### src/rtl/issue_scheduler_if.sv
// Decoder-to-scheduler handshake: decoded instruction fields plus the valid/ready pair.
interface issue_scheduler_if #(
    parameter int FUCOUNT = 5
);
    logic               InstrValid;
    logic               InstrReady;
    logic [3:0]         DecRegAAddr;
    logic               DecRegAReadEn;
    logic               DecRegAWriteEn;
    logic [3:0]         DecRegBAddr;
    logic               DecRegBReadEn;
    logic               DecDirtyBitTrigger;
    logic [FUCOUNT-1:0] DecFUEnable;
    logic               DecBranchStall;
    logic               DecHaltEn;

    modport master (
        output InstrValid, DecRegAAddr, DecRegAReadEn, DecRegAWriteEn,
               DecRegBAddr, DecRegBReadEn, DecDirtyBitTrigger,
               DecFUEnable, DecBranchStall, DecHaltEn,
        input  InstrReady
    );

    modport slave (
        input  InstrValid, DecRegAAddr, DecRegAReadEn, DecRegAWriteEn,
               DecRegBAddr, DecRegBReadEn, DecDirtyBitTrigger,
               DecFUEnable, DecBranchStall, DecHaltEn,
        output InstrReady
    );
endinterface

### src/rtl/issue_scheduler.sv
// Single-issue scheduler: dirty-bit scoreboard, FU-busy stall, branch hold and
// halt sequencing (drain outstanding writes, then stop until reset).
module issue_scheduler #(
    parameter int REGCOUNT      = 16,
    parameter int FUCOUNT       = 5,
    parameter int STALLCNTWIDTH = 16
) (
    input  logic                     clk,
    input  logic                     rst,
    issue_scheduler_if.slave         dec,
    input  logic [FUCOUNT-1:0]       FUReady,
    input  logic                     WritebackValid,
    input  logic [3:0]               WritebackAddr,
    input  logic                     BranchResolved,
    output logic                     IssueValid,
    output logic [FUCOUNT-1:0]       IssueFUEnable,
    output logic [REGCOUNT-1:0]      DirtyVector,
    output logic                     Halted,
    output logic [STALLCNTWIDTH-1:0] StallCycles
);

    typedef enum logic [1:0] {
        RUN         = 2'd0,
        BRANCH_WAIT = 2'd1,
        DRAIN       = 2'd2,
        HALTED      = 2'd3
    } state_t;

    localparam logic [STALLCNTWIDTH-1:0] STALL_ONE = 1;

    state_t               state, state_next;
    logic [REGCOUNT-1:0]  wb_mask, eff_dirty, set_mask;
    logic                 hazard, fu_ok, ready, accept, issue, stall_event;

    // A same-cycle writeback already counts as clean, so a dependent instruction
    // issues without a bubble; a new set on the same bit still wins over that clear.
    always_comb begin
        wb_mask = '0;
        if (WritebackValid)
            wb_mask[WritebackAddr] = 1'b1;
        eff_dirty = DirtyVector & ~wb_mask;

        hazard = 1'b0;
        if (dec.DecRegAAddr != 4'd0 && eff_dirty[dec.DecRegAAddr] &&
            (dec.DecRegAReadEn || dec.DecRegAWriteEn))
            hazard = 1'b1;
        if (dec.DecRegBAddr != 4'd0 && eff_dirty[dec.DecRegBAddr] && dec.DecRegBReadEn)
            hazard = 1'b1;

        fu_ok  = (dec.DecFUEnable == '0) || (|(dec.DecFUEnable & FUReady));
        ready  = (state == RUN) && !hazard && fu_ok;
        accept = dec.InstrValid && ready;
        issue  = accept && !dec.DecHaltEn;

        set_mask = '0;
        if (issue && dec.DecDirtyBitTrigger && dec.DecRegAWriteEn && dec.DecRegAAddr != 4'd0)
            set_mask[dec.DecRegAAddr] = 1'b1;

        stall_event = dec.InstrValid && !ready && (state == RUN || state == BRANCH_WAIT);
    end

    // Halt outranks branch when a single instruction carries both flags.
    always_comb begin
        state_next = state;
        case (state)
            RUN: begin
                if (accept && dec.DecHaltEn)
                    state_next = DRAIN;
                else if (accept && dec.DecBranchStall)
                    state_next = BRANCH_WAIT;
            end
            BRANCH_WAIT: begin
                if (BranchResolved)
                    state_next = RUN;
            end
            DRAIN: begin
                if (eff_dirty == '0)
                    state_next = HALTED;
            end
            HALTED:  state_next = HALTED;
            default: state_next = RUN;
        endcase
    end

    always_ff @(posedge clk) begin
        if (!rst) begin
            state         <= RUN;
            DirtyVector   <= '0;
            IssueValid    <= 1'b0;
            IssueFUEnable <= '0;
            StallCycles   <= '0;
        end else begin
            state         <= state_next;
            DirtyVector   <= eff_dirty | set_mask;
            IssueValid    <= issue;
            IssueFUEnable <= issue ? dec.DecFUEnable : '0;
            if (stall_event && StallCycles != '1)
                StallCycles <= StallCycles + STALL_ONE;
        end
    end

    assign dec.InstrReady = ready;
    assign Halted         = (state == HALTED);

endmodule

### src/flat_wrapper.sv
// flat-port wrapper written by rule: the top's interface ports become plain ports
module issue_scheduler_flat 
#(
    parameter int REGCOUNT      = 16,
    parameter int FUCOUNT       = 5,
    parameter int STALLCNTWIDTH = 16
)
  (clk, rst, FUReady, WritebackValid, WritebackAddr, BranchResolved, IssueValid, IssueFUEnable, DirtyVector, Halted, StallCycles, dec_InstrValid, dec_DecRegAAddr, dec_DecRegAReadEn, dec_DecRegAWriteEn, dec_DecRegBAddr, dec_DecRegBReadEn, dec_DecDirtyBitTrigger, dec_DecFUEnable, dec_DecBranchStall, dec_DecHaltEn, dec_InstrReady);
  issue_scheduler_if #(.FUCOUNT(FUCOUNT)) dec_i ();
  input  logic clk;
  input  logic rst;
  input  logic [FUCOUNT-1:0] FUReady;
  input  logic WritebackValid;
  input  logic [3:0] WritebackAddr;
  input  logic BranchResolved;
  output logic IssueValid;
  output logic [FUCOUNT-1:0] IssueFUEnable;
  output logic [REGCOUNT-1:0] DirtyVector;
  output logic Halted;
  output logic [STALLCNTWIDTH-1:0] StallCycles;
  input wire logic [$bits(dec_i.InstrValid)-1:0] dec_InstrValid;
  input wire logic [$bits(dec_i.DecRegAAddr)-1:0] dec_DecRegAAddr;
  input wire logic [$bits(dec_i.DecRegAReadEn)-1:0] dec_DecRegAReadEn;
  input wire logic [$bits(dec_i.DecRegAWriteEn)-1:0] dec_DecRegAWriteEn;
  input wire logic [$bits(dec_i.DecRegBAddr)-1:0] dec_DecRegBAddr;
  input wire logic [$bits(dec_i.DecRegBReadEn)-1:0] dec_DecRegBReadEn;
  input wire logic [$bits(dec_i.DecDirtyBitTrigger)-1:0] dec_DecDirtyBitTrigger;
  input wire logic [$bits(dec_i.DecFUEnable)-1:0] dec_DecFUEnable;
  input wire logic [$bits(dec_i.DecBranchStall)-1:0] dec_DecBranchStall;
  input wire logic [$bits(dec_i.DecHaltEn)-1:0] dec_DecHaltEn;
  output wire logic [$bits(dec_i.InstrReady)-1:0] dec_InstrReady;
  assign dec_i.InstrValid = dec_InstrValid;
  assign dec_i.DecRegAAddr = dec_DecRegAAddr;
  assign dec_i.DecRegAReadEn = dec_DecRegAReadEn;
  assign dec_i.DecRegAWriteEn = dec_DecRegAWriteEn;
  assign dec_i.DecRegBAddr = dec_DecRegBAddr;
  assign dec_i.DecRegBReadEn = dec_DecRegBReadEn;
  assign dec_i.DecDirtyBitTrigger = dec_DecDirtyBitTrigger;
  assign dec_i.DecFUEnable = dec_DecFUEnable;
  assign dec_i.DecBranchStall = dec_DecBranchStall;
  assign dec_i.DecHaltEn = dec_DecHaltEn;
  assign dec_InstrReady = dec_i.InstrReady;
  issue_scheduler #(.REGCOUNT(REGCOUNT), .FUCOUNT(FUCOUNT), .STALLCNTWIDTH(STALLCNTWIDTH)) u_core (.clk(clk), .rst(rst), .dec(dec_i), .FUReady(FUReady), .WritebackValid(WritebackValid), .WritebackAddr(WritebackAddr), .BranchResolved(BranchResolved), .IssueValid(IssueValid), .IssueFUEnable(IssueFUEnable), .DirtyVector(DirtyVector), .Halted(Halted), .StallCycles(StallCycles));
endmodule
### config.mk
export PLATFORM = sky130hd
export DESIGN_NAME = issue_scheduler_flat
export DESIGN_NICKNAME = d
export VERILOG_FILES = /design/src/rtl/issue_scheduler_if.sv /design/src/rtl/issue_scheduler.sv /design/src/flat_wrapper.sv
export SDC_FILE = /design/constraint.sdc
export NUM_CORES = 1
export LEC_CHECK = 0
export ABC_AREA = 1
export BUFFER_PORTS_ARGS = -buffer_cell sky130_fd_sc_hd__buf_2
export CAP_MARGIN = 20
export CORE_AREA = 2 2 72 74
export CTS_BUF_LIST = sky130_fd_sc_hd__clkbuf_2 sky130_fd_sc_hd__clkbuf_4 sky130_fd_sc_hd__clkbuf_8
export DETAILED_ROUTE_END_ITERATION = 6
export DIE_AREA = 0 0 74 76
export PLACE_DENSITY = 0.82
export SLEW_MARGIN = 20
export SYNTH_ARGS = -nofsm -noshare
export SYNTH_HDL_FRONTEND = slang
export SYNTH_SLANG_ARGS = --single-unit
### constraint.sdc
create_clock -name clk -period 2.95 [get_ports clk]
set_input_delay 0.59 -clock clk [delete_from_list [all_inputs] [get_ports clk]]
set_output_delay 0.59 -clock clk [all_outputs]
set_load 0.02 [all_outputs]
==> flow_summary.ini <==
[cts]
clockRootBuffer = clkbuf_8
cts-resized-gates = 0
clk_pin_slew_ps = 80
hold_buffers = 0
cts.sinks = 40
tritoncts = yes
clock_latency_ps = 290
post_cts_buffers = 0
cts.htree.levels = 2
cts.path.max_buffers = 2
numCtsBuffers = 5

[setup_path]
required_ps = 2360
criticalPathCategory = in2out
worstPathMaxFanout = 5
start_kind = input port
worst_ep_arrival_time_ps = 2140
end_kind = output pin

[pwr]
p_sw_frac = 0.310
p_int_mw = 0.811
ir_worst_vdd_v = 0.000258
leakagePower_nw = 1.48
p_per_area_nw_per_um2 = 376
power_switching_mw = 0.363
power_frac_clock = 0.323
p_total_mw = 1.17
seqPwrFrac = 0.474
combPwrFrac = 0.202

[timing]
slew_violations = 0
fmax_ghz = 0.367
tightest_slew_ps = 554
fin_skew_ps = 8.90
whs_ps = 507
hold_violations = 0
relSlewSlack = 0.630
setup_violations = 0
finalCritPeriodShare = 0.924
period_needed_ps = 2730
tns_ps = 0
rsz0062_at_grt = false

[synthesis]
yosys_warnings = 0
ys_types = 38
netlist_instances = 400
synth.avg_cell_area_um2 = 6.52
seq_area_frac_synth = 0.307
ys_ff_latch = 40
netlist_area_um2 = 2610
synth_nets = 434

[die]
io_pins = 73
die_h_um = 76
fp.dieArea_um2 = 5620
coreArea_um2 = 4910
start_util = 0.531
rows = 26
dieWidth_um = 74

[placement]
place_congestion = 0.889
port_buffers = 72
dp_hpwl_um = 5360

[finish]
layout_common_cells = 84 x nand2_1, 72 x buf_2, 53 x nor2_1, 46 x nand3_1, 45 x inv_1
fin_nets = 507
mostFrequentLayoutCell = nand2_1
multi_input_area_um2 = 1560
utilization = 0.635
diodes = 0
regArea_um2 = 801
area_delta_synth_final_pct = 19.5
drive_above_1_share = 0.247
num-fill-cells = 453

[global_route]
antenna_found_initial = 0
grt_max_degree = 19
grt_pass1_wl_um = 11500
globalRoute.totalOverflow = 0
grt_pass1_vias = 2582
grt_usage = 0.255

[detailed_routing]
first_pass_iters = 5
wl_per_cell_um = 12.8
num_vias = 2824
wl_um = 6950
viasPerCell = 5.19
drcViolationCount = 0
drtIter0Drc = 185
drtAntennaViolNets = 0

[job]
cap_viol_max_count = 0

[hold_path]
hold_path.class = reg2reg

[run_status]
status = complete, no violations
-- cell usage after synthesis --
cell type | number | area share
buf_4 | 1 | 0.0029
buf_2 | 5 | 0.0096
buf_12 | 1 | 0.0077
inv_1 | 45 | 0.065
o21ai_1 | 5 | 0.0096
a21oi_2 | 10 | 0.034
nand3_1 | 46 | 0.088
a21boi_0 | 1 | 0.0029
xor2_1 | 9 | 0.030
buf_6 | 1 | 0.0043
inv_2 | 1 | 0.0014
nand2_1 | 84 | 0.12
a21oi_1 | 25 | 0.048
clkbuf_1 | 2 | 0.0029
nor2_1 | 54 | 0.078
nor3_1 | 6 | 0.012
nor2_4 | 1 | 0.0043
o21ai_0 | 2 | 0.0038
nor3_2 | 1 | 0.0038
nand2_4 | 2 | 0.0086
a21boi_1 | 1 | 0.0029
a221oi_1 | 1 | 0.0034
dfxtp_1 | 40 | 0.31
nand3_2 | 1 | 0.0038
or4_1 | 1 | 0.0029
inv_4 | 1 | 0.0024
o21bai_1 | 3 | 0.0086
o21ai_2 | 2 | 0.0067
buf_1 | 1 | 0.0014
nand3_4 | 1 | 0.0067
o311ai_0 | 1 | 0.0034
or3_1 | 1 | 0.0024
ha_1 | 1 | 0.0048
o22ai_1 | 1 | 0.0024
nand2_2 | 10 | 0.024
nor4_1 | 3 | 0.0072
xnor2_1 | 4 | 0.013
nand4_1 | 25 | 0.060
-- registers in the layout, summed over array words and instances (netlist names) --
signal / count
u_core.state: 2
u_core.StallCycles: 16
u_core.IssueFUEnable: 5
u_core.IssueValid: 1
u_core.DirtyVector: 16
-- routing by layer --
metal	wire length, um	vias to the layer above	track usage
li1	-	1473	-
met1	3030	1232	0.328
met2	3380	103	0.415
met3	392	16	0.0437
met4	150	0	0.109
met5	0	-	0
-- stage by stage --
step | std cells | cell area (um^2) | setup slack (ps)
6_report | 544 | 3120 | 225
5_1_grt | 544 | 3120 | 11.3
4_1_cts | 544 | 3110 | 213
3_5_place_dp | 536 | 3020 | 221
3_3_place_gp | 536 | 3020 | 216
2_1_floorplan | 400 | 2610 | 708
-- worst max-delay path, stage by stage --
cell and delay [ps]:
buf_2 130, nor2_1 210, nand3_1 160, nand2_1 180, nand2_1 70, nand2_1 90, inv_2 30, a21boi_1 170
nor2_1 80, nand2_2 100, nand3_4 110, inv_1 60, buf_2 160
-- path summary, 6_finish.rpt --
kind	startpoint	endpoint	slack, ps	cells past startpoint
setup / recovery	WritebackAddr[3]	dec_InstrReady	220	13
hold / removal	u_core.StallCycles[1]	u_core.StallCycles[1]	510	2
setup reg to reg	u_core.StallCycles[7]	u_core.StallCycles[5]	720	7
hold reg to reg	u_core.StallCycles[1]	u_core.StallCycles[1]	510	2
-- area by class of cell --
type	count	area share
sequential	40	0.257
multi-input combinational	302	0.500
inverter	47	0.0574
tap	70	0.0281
timing repair buffer	77	0.128
clock inverter	2	0.00321
clock buffer	6	0.0265
-- cell families (layout without fill, tap and decap cells) --
group / Yosys count / in the layout / synth area share
simple gates: 236 / 236 / 0.422
fa+ha+maj: 1 / 1 / 0.00480
compound gates: 52 / 52 / 0.125
xor+xnor: 13 / 13 / 0.0436
buf+inv: 58 / 132 / 0.0974
flops: 40 / 40 / 0.307
-- power groups by stage --
stage	Sequential (mW)	Clock (mW)	Combinational (mW)
floorplan	0.575	0	0.173
global placement	0.569	0	0.231
detailed placement	0.570	0	0.236
CTS	0.557	0.386	0.237
global route	0.559	0.410	0.269
finish	0.557	0.380	0.237
Note: power is estimated with default switching activity, not from simulation.
